### src/rtl/regfile_sequencer.sv
// regfile_sequencer: command-driven controller for a 2**AW x DW register file.
// Every command gets exactly one response, and only one command is in flight at a time.
module regfile_sequencer #(
    parameter int DW = 8,
    parameter int AW = 2
) (
    input  logic          clk,
    input  logic          clr,
    input  logic          cmd_valid,
    output logic          cmd_ready,
    input  logic [2:0]    cmd_op,
    input  logic [AW-1:0] cmd_dst,
    input  logic [AW-1:0] cmd_src,
    input  logic [DW-1:0] cmd_data,
    output logic          rsp_valid,
    input  logic          rsp_ready,
    output logic [DW-1:0] rsp_data,
    output logic          rsp_err,
    output logic [DW-1:0] rf_din,
    output logic          rf_crw,
    output logic [AW-1:0] rf_a_write,
    output logic          rf_en_decode,
    output logic [AW-1:0] rf_a_read,
    output logic          rf_en_tri,
    input  logic [DW-1:0] rf_dout
);
    typedef enum logic [3:0] {IDLE, WR, RD, MV_RD, MV_WR, SW_RA, SW_RB, SW_WA, SW_WB, CL, RSP} state_t;

    state_t        state, state_n;
    logic [AW-1:0] dst, src, cnt;
    logic [DW-1:0] data, tmp_a, tmp_b;
    logic          accept;

    assign accept    = cmd_valid && cmd_ready;
    assign rsp_valid = (state == RSP);

    always_comb begin
        state_n = state;
        case (state)
            IDLE:  if (accept)
                       case (cmd_op)
                           3'd1:    state_n = WR;
                           3'd2:    state_n = RD;
                           3'd3:    state_n = MV_RD;
                           3'd4:    state_n = SW_RA;
                           3'd5:    state_n = CL;
                           default: state_n = RSP;
                       endcase
            WR, RD, MV_WR, SW_WB: state_n = RSP;
            MV_RD: state_n = MV_WR;
            SW_RA: state_n = SW_RB;
            SW_RB: state_n = SW_WA;
            SW_WA: state_n = SW_WB;
            CL:    state_n = (&cnt) ? RSP : CL;
            RSP:   state_n = rsp_ready ? IDLE : RSP;
            default: state_n = IDLE;
        endcase
    end

    // All file controls are decoded from state so reset forces them low immediately.
    always_comb begin
        rf_en_decode = 1'b0;
        rf_a_write   = '0;
        rf_din       = '0;
        rf_en_tri    = 1'b0;
        rf_a_read    = '0;
        case (state)
            WR:    begin rf_en_decode = 1'b1; rf_a_write = dst; rf_din = data;  end
            MV_WR: begin rf_en_decode = 1'b1; rf_a_write = dst; rf_din = tmp_a; end
            SW_WA: begin rf_en_decode = 1'b1; rf_a_write = src; rf_din = tmp_b; end
            SW_WB: begin rf_en_decode = 1'b1; rf_a_write = dst; rf_din = tmp_a; end
            CL:    begin rf_en_decode = 1'b1; rf_a_write = cnt; end
            RD, MV_RD, SW_RA: begin rf_en_tri = 1'b1; rf_a_read = src; end
            SW_RB: begin rf_en_tri = 1'b1; rf_a_read = dst; end
            default: ;
        endcase
        rf_crw = rf_en_decode;
    end

    always_ff @(posedge clk or negedge clr) begin
        if (!clr) begin
            state     <= IDLE;
            cmd_ready <= 1'b0;
            dst       <= '0;
            src       <= '0;
            data      <= '0;
            tmp_a     <= '0;
            tmp_b     <= '0;
            cnt       <= '0;
            rsp_data  <= '0;
            rsp_err   <= 1'b0;
        end else begin
            state     <= state_n;
            cmd_ready <= (state_n == IDLE);
            if (state == IDLE && accept) begin
                dst      <= cmd_dst;
                src      <= cmd_src;
                data     <= cmd_data;
                rsp_data <= '0;
                rsp_err  <= cmd_op[2] & cmd_op[1];
            end
            case (state)
                WR:    rsp_data <= data;
                RD:    rsp_data <= rf_dout;
                MV_RD: tmp_a    <= rf_dout;
                MV_WR: rsp_data <= tmp_a;
                SW_RA: tmp_a    <= rf_dout;
                SW_RB: tmp_b    <= rf_dout;
                SW_WB: rsp_data <= tmp_a;
                CL:    cnt      <= cnt + 1'b1;
                default: ;
            endcase
        end
    end
endmodule

### config.mk
export PLATFORM = sky130hd
export DESIGN_NAME = regfile_sequencer
export DESIGN_NICKNAME = d
export VERILOG_FILES = /design/src/rtl/regfile_sequencer.sv
export SDC_FILE = /design/constraint.sdc
export NUM_CORES = 1
export LEC_CHECK = 0
export ABC_AREA = 0
export BUFFER_PORTS_ARGS = -buffer_cell sky130_fd_sc_hd__buf_2
export CAP_MARGIN = 40
export CORE_MARGIN = 2
export CORE_UTILIZATION = 30
export DETAILED_ROUTE_END_ITERATION = 6
export SLEW_MARGIN = 10
export SYNTH_ARGS = -nofsm -noshare
export SYNTH_HDL_FRONTEND = slang
export SYNTH_SLANG_ARGS = --single-unit
### constraint.sdc
create_clock -name clk -period 2.3 [get_ports clk]
set_input_delay 0.115 -clock clk [delete_from_list [all_inputs] [get_ports clk]]
set_output_delay 0.115 -clock clk [all_outputs]
set_load 0.005 [all_outputs]
==> metrics.csv, run 1 <==
stage,metric,value,unit
logic_synthesis,synth_warnings,0,
placement,place_area,2610,µm²
global_routing,overflow,0,
sta,setup_violations,0,
worst_setup_path,crit_type,flop to primary output,
worst_setup_path,rrSetupSlack,240,ps
logic_synthesis,synth_top_area_share,49.8,%
global_routing,grt_pass1_vias,1860,
worst_setup_path,critPathMaxFanout,10,
worst_setup_path,cp.depth,6,
drt,drt-initial-drc-count,152,
sta,skew,7.05,ps
clock_network,numCtsBuffers,5,
logic_synthesis,ys_seq_elements,44,
logic_synthesis,synthTopCellsByCount,"dfrtp_1 (44), nand2_1 (42), mux2_2 (19), inv_1 (18), a222oi_1 (16)",
floorplanning,core,7180,µm²
drt,vias,1790,
sta,fmax,466,MHz
logic_synthesis,synth_edf_count,0,
clock_network,cts_root_buf,clkbuf_8,
cells_and_area,finish.instance_area,2760,µm²
cells_and_area,layout.nets,297,
worst_setup_path,r2r_cells,6,
logic_synthesis,synthArstFlopShare,100,%
sta,final.setup.tns,0,ps
clock_network,clk_latency,300,ps
worst_setup_path,worst_setup_path_end_kind,primary output,
clock_network,cts_buffer_depth,2,
sta,slew_headroom,66.2,%
logic_synthesis,netlist.top_cell.by_area,dfrtp_1,
sta,rsz0062_at_grt,false,
logic_synthesis,synthCells,211,
logic_synthesis,ys.flop_type,dfrtp_1,
clock_network,cts.sink_count,44,
worst_setup_path,rr_endpoint,cmd_ready$_DFF_PN0_,
cells_and_area,area_growth,24.8,%
worst_setup_path,crit_start,state[1]$_DFF_PN0_,
clock_network,cts_tree,built,
worst_setup_path,start_kind,flop,
worst_setup_path,path_delay_family,simple AND/OR/NAND/NOR gates,
drt,vias_per_cell,4.88,
power,vdd_ir_drop_max,0.000374,V
logic_synthesis,yosysMostFrequentCell,dfrtp_1,
drt,drtPass1Iterations,7,
cells_and_area,num_antenna_cells,0,
floorplanning,die_w,89.8,µm
placement,hpwl,4000,µm
drt,drc_errors,1,
global_routing,grtUsageTotal,14.1,%
cells_and_area,regArea,1100,µm²
placement,gp_congestion,0.811,
floorplanning,initial_utilization,30.8,%
clock_network,clk_pin_slew_worst_paths,90,ps
worst_setup_path,r2r-start,state[1]$_DFF_PN0_,
global_routing,grt_max_degree,28,
drt,wirelength,5410,µm
sta,period_needed,2140,ps
sta,worst_pin_slew,505,ps
flow_run,maxCapViolations,0,
clock_network,htreeDepth,2,
worst_setup_path,worst-endpoint-required,2180,ps
worst_setup_path,cp_cell_sequence,"buf_4, nand2b_1, nor3_4, or2_2, a22o_1, buf_2",
global_routing,antenna_found_initial,0,
cells_and_area,fillers,754,
placement,pre_cts_ws,236,ps
logic_synthesis,avgSynthCellArea,10.5,µm²
run_status,failed_checks,design-rule violations,
worst_setup_path,critPathSlowestCell,dfrtp_1,
cells_and_area,layout-drive-gt1-share,36.6,%
floorplanning,fp-row-count,31,
sta,drv_slew,0,
worst_setup_path,cp.buffers_inverters,2,
floorplanning,io_pins,53,
global_routing,grt_pass1_wl,9170,µm
logic_synthesis,ys_seq_area_share,49.8,%
drt,ant_nets,0,
floorplanning,die_h,89.8,µm
placement,numPortBuffers,52,
logic_synthesis,synth_fp_nets,241,
run_status,status,finished with violations,
sta,fin_crit_sh,93.2,%
drt,wl_per_cell,14.7,µm
worst_setup_path,max_stage_delay,520,ps
sta,final-hold-violation-count,0,
logic_synthesis,ys_types,41,
worst_setup_path,arrival,2030,ps
floorplanning,fp.dieArea,8070,µm²
worst_hold_path,min_path_type,primary input to flop,
logic_synthesis,synthTopCellsByArea,"dfrtp_1 (50%), mux2_2 (9.7%), a222oi_1 (7.2%)",
power,powerDensity,1060,nW/µm²
power,power_leakage,1.43,nW
logic_synthesis,netlist_area,2210,µm²
sta,timing.final.ws_setup,155,ps
cells_and_area,multiInputGateArea,982,µm²
worst_setup_path,crit_path_end,rf_a_read[0],
per-stage QoR:
stage	instances	hold slack [ps]	power, mW	utilization, %
6_report	367	6.02	2.93	38.4
2_1_floorplan	211	-181	1.95	-
3_3_place_gp	355	312	2.29	36.0
5_1_grt	367	4.16	3.16	38.4
4_1_cts	367	1.93	2.95	38.2
3_5_place_dp	357	90.9	2.32	36.3
sequential cells by signal, summed over array words and instances, names as in the netlist:
name	cells
data	8
rsp_data	8
tmp_a	8
tmp_b	8
state	4
cnt	2
dst	2
src	2
cmd_ready	1
rsp_err	1
how the worst min path moves through the flow:
stage	start	slack [ps]	to	depth (start not counted)
finish	cmd_data[3]	6	data[3]$_DFFE_PN0P_	3
global placement	cmd_src[0]	310	src[0]$_DFFE_PN0P_	3
floorplan	clr	-180	cmd_ready$_DFF_PN0_	0
global route	cmd_data[4]	4	data[4]$_DFFE_PN0P_	3
CTS	cmd_data[6]	2	data[6]$_DFFE_PN0P_	3
detailed placement	clr	90	cmd_ready$_DFF_PN0_	1
final cells by class:
class	instances	area share [%]
flip-flops and latches	44	40.0
multi-input cells	136	35.6
repair buffers	62	13.2
well taps	99	4.49
clock buffers	5	2.50
inverters	18	2.45
clock inverters	3	1.68
what timing repair did:
action | CTS | global route
endpoints found under the hold margin | 18 | 0
endpoints found under the setup margin | 0 | 12
gates resized for setup | 0 | 4
buffers inserted | 0 | 0
hold buffers | 2 | 0
cell usage in the layout (no fill, tap or decap), types with 3 or more instances in the layout:
cell / n
a222oi_1: 16
buf_2: 52
buf_4: 6
clkbuf_8: 5
dfrtp_1: 42
ha_1: 3
inv_1: 18
mux2_2: 19
nand2_1: 42
nand2b_1: 6
nor2_1: 4
o21ai_0: 3
o21ai_1: 8
metal layers:
metal  up-vias  wire length [µm]  global-route usage [%]  share of wire (%)
li1        868                 -                       -                  -
met1       865              2430                    18.2                 45
met2        48              2650                    23.9                 49
met3         9               240                    2.77                4.4
met4         0                99                    4.87                1.8
met5         -                 0                       0                  0
cells by family after synthesis:
group           count (synthesis)  share of synthesized area [%]
simple gates                   70                           16.5
flops                          44                           49.8
compound gates                 40                           14.4
buf+inv                        31                           6.28
mux                            19                           9.68
xor+xnor                        4                           1.59
fa+ha+maj                       3                           1.70
report_power, final:
group | switching, mW | internal (mW) | leakage, nW | total [mW]
registers | 0.283 | 1.09 | 0.575 | 1.37
logic | 0.473 | 0.471 | 0.797 | 0.944
clock network | 0.287 | 0.328 | 0.0548 | 0.615
total | 1.04 | 1.89 | 1.43 | 2.93
tightest hold or removal path, cell delays in order:
cell     delay [ps]
buf_2            70
nand2_1          40
nand2_1          40
Note: power is estimated with default switching activity, not from simulation.
==> run 2, diff against run 1 <==
--- a/config.mk
+++ b/config.mk
@@ -8,7 +8,7 @@
 export ABC_AREA = 0
 export BUFFER_PORTS_ARGS = -buffer_cell sky130_fd_sc_hd__buf_2
 export CAP_MARGIN = 40
-export CORE_MARGIN = 2
+export CORE_MARGIN = 3
 export CORE_UTILIZATION = 30
 export DETAILED_ROUTE_END_ITERATION = 6
 export SLEW_MARGIN = 10
==> run 2 against run 1 <==
Compared with the run above:
- the run now ends clean
- register-to-register slack better by 100 ps
- utilization is 1.8 points higher
- cell area is 1.9% higher
- global-route usage is 0.18 points lower
- sequential power hardly changed
- sequential cell count stayed put
- worst setup slack better by 82 ps
- cell count is 2.5% higher
- sequential share of layout area is 0.78 points lower
- via count is 2.8% higher
- first-iteration DRC count is 23% higher
- critical endpoint unchanged
- largest cell class unchanged
- largest power group unchanged
==> metrics.csv, run 2 (synthesis results as in run 1) <==
stage,metric,value,unit,change
clock_network,numCtsBuffers,5,,unchanged
power,vdd_ir_drop_max,0.000409,V,+9.3%
worst_setup_path,worst-endpoint-required,2180,ps,about the same
clock_network,clk_latency,300,ps,about the same
worst_hold_path,min_path_type,primary input to flop,,
worst_setup_path,start_kind,flop,,
placement,hpwl,4080,µm,+2.0%
floorplanning,die_h,91.8,µm,+2.2%
global_routing,grt_max_degree,29,,+3.6%
clock_network,post_cts_buffers,0,,unchanged
placement,gp_congestion,0.800,,-1.3%
sta,final.setup.tns,0,ps,unchanged
cells_and_area,num_antenna_cells,0,,unchanged
floorplanning,io_pins,53,,unchanged
drt,drtPass1Iterations,4,,-3
cells_and_area,layout_common_cells,"buf_2 (52), dfrtp_1 (43), nand2_1 (42)",,
cells_and_area,layout.nets,310,,+4.4%
clock_network,cts.sink_count,44,,unchanged
global_routing,grtUsageTotal,14.0,%,-0.18 points
global_routing,grt_pass1_vias,1780,,-4.3%
cells_and_area,layout-drive-gt1-share,36.4,%,-0.14 points
drt,vias_per_cell,4.89,,+0.33%
clock_network,htreeDepth,2,,unchanged
sta,final-hold-violation-count,0,,unchanged
worst_setup_path,arrival,1950,ps,-80 ps
worst_setup_path,crit_type,flop to primary output,,
drt,wl_per_cell,14.9,µm,+1.2%
sta,rsz0062_at_grt,false,,
drt,vias,1840,,+2.8%
cells_and_area,final_common_cell,buf_2,,
floorplanning,die_w,91.8,µm,+2.2%
floorplanning,fp.dieArea,8430,µm²,+4.5%
clock_network,cts_root_buf,clkbuf_8,,
drt,drt-initial-drc-count,187,,+23%
sta,hold_ws,4.18,ps,-1.84 ps
drt,ant_nets,0,,unchanged
cells_and_area,utilization,40.2,%,+1.8 points
worst_setup_path,critPathMaxFanout,12,,+2
sta,worst_pin_slew,451,ps,-53.8 ps
floorplanning,initial_utilization,31.6,%,+0.86 points
placement,numPortBuffers,52,,unchanged
drt,wirelength,5610,µm,+3.7%
worst_setup_path,max_stage_delay,530,ps,about the same
sta,skew,6.16,ps,-0.888 ps
sta,slew_headroom,69.8,%,+3.6 points
placement,post-place-cells,360,,+0.84%
clock_network,clk_pin_slew_worst_paths,90,ps,about the same
cells_and_area,area_growth,27.1,%,
worst_setup_path,critPathSlowestCell,dfrtp_1,,
global_routing,overflow,0,,unchanged
sta,fmax,485,MHz,+4.0%
clock_network,cts_tree,built,,
clock_network,cts_buffer_depth,2,,unchanged
global_routing,grt_pass1_wl,9200,µm,+0.29%
sta,period_needed,2060,ps,-82.3 ps
sta,fin_crit_sh,89.7,%,-3.6 points
sta,drv_slew,0,,unchanged
power,powerDensity,1010,nW/µm²,-5.5%
flow_run,maxCapViolations,0,,unchanged
cells_and_area,finalNonFillerCells,376,,+2.5%
power,power_leakage,1.47,nW,+3.3%
floorplanning,fp-row-count,30,,-3.2%
floorplanning,core,6980,µm²,-2.7%
global_routing,antenna_found_initial,0,,unchanged
drt,drc_errors,0,,-1
worst_setup_path,worst_setup_path_end_kind,primary output,,
sta,setup_violations,0,,unchanged
worst_setup_path,cp_cell_sequence,"xnor2_1, nor3b_2, buf_4, or2_2, a22o_1, buf_2",,
run_status,status,completed,,
==> run 2: cell count changes in the layout (fill, tap and decap cells not counted) <==
cell / change
nor3_2: +2
dfrtp_2: -1
nor3_4: -2
dfrtp_1: +1
inv_6: -1
clkinv_2: +1
bufinv_16: -1
dlygate4sd3_1: +7
buf_4: +7
buf_12: -1
==> run 2: metrics by stage <==
step	total power, mW	worst slack, ps	instance area [µm²]
2_1_floorplan	1.95	546	2210
3_3_place_gp	2.33	290	2620
3_5_place_dp	2.35	252	2640
4_1_cts	2.85	143	2810
5_1_grt	3.03	122	2810
6_report	2.82	238	2810
==> run 2: routing by layer <==
metal | track usage, % | wire length (µm)
met1 | 18.3 | 2530
met4 | 4.83 | 58
met2 | 22.9 | 2690
met3 | 2.95 | 339
met5 | 0 | 0
==> run 2: where the power goes <==
part / switching [mW] / internal [mW]
clock: 0.275 / 0.206
combinational: 0.483 / 0.498
sequential: 0.272 / 1.09
==> run 2: final cells by class <==
class / count / area, µm²
fillers: 720 / 4170
flip-flops and latches: 44 / 1100
multi-input cells: 136 / 970
repair buffers: 75 / 468
well taps: 96 / 120
clock buffers: 5 / 68.8
inverters: 18 / 67.6
clock inverters: 2 / 12.5
==> run 2: final timing paths <==
path                                      from                       to  slack [ps]  depth (start not counted)
min in group asynchronous                  clr      data[1]$_DFFE_PN0P_         280                          2
setup reg to reg            state[1]$_DFF_PN0_  rsp_data[2]$_DFFE_PN0P_         340                          4
hold reg to reg            rsp_err$_DFFE_PN0P_      rsp_err$_DFFE_PN0P_         490                          2
max in group asynchronous                  clr     tmp_a[7]$_DFFE_PN0P_        1530                          3
setup / recovery            state[1]$_DFF_PN0_             rf_a_read[0]         240                          6
hold / removal                     cmd_data[2]      data[2]$_DFFE_PN0P_           4                          3
==> run 2: critical path: cells and delay by family, from the launching register on <==
family / cells / cell delay [ps]
compound gates: 1 / 200
xor+xnor: 1 / 250
buf+inv: 2 / 300
flops: 1 / 530
simple gates: 2 / 370
==> run 2: timing repair <==
action / 4_1_cts / 5_1_grt
setup endpoints to repair: 0 / 3
hold buffers: 9 / 0
endpoints found under the hold margin: 24 / 0
resized for setup: 0 / 1
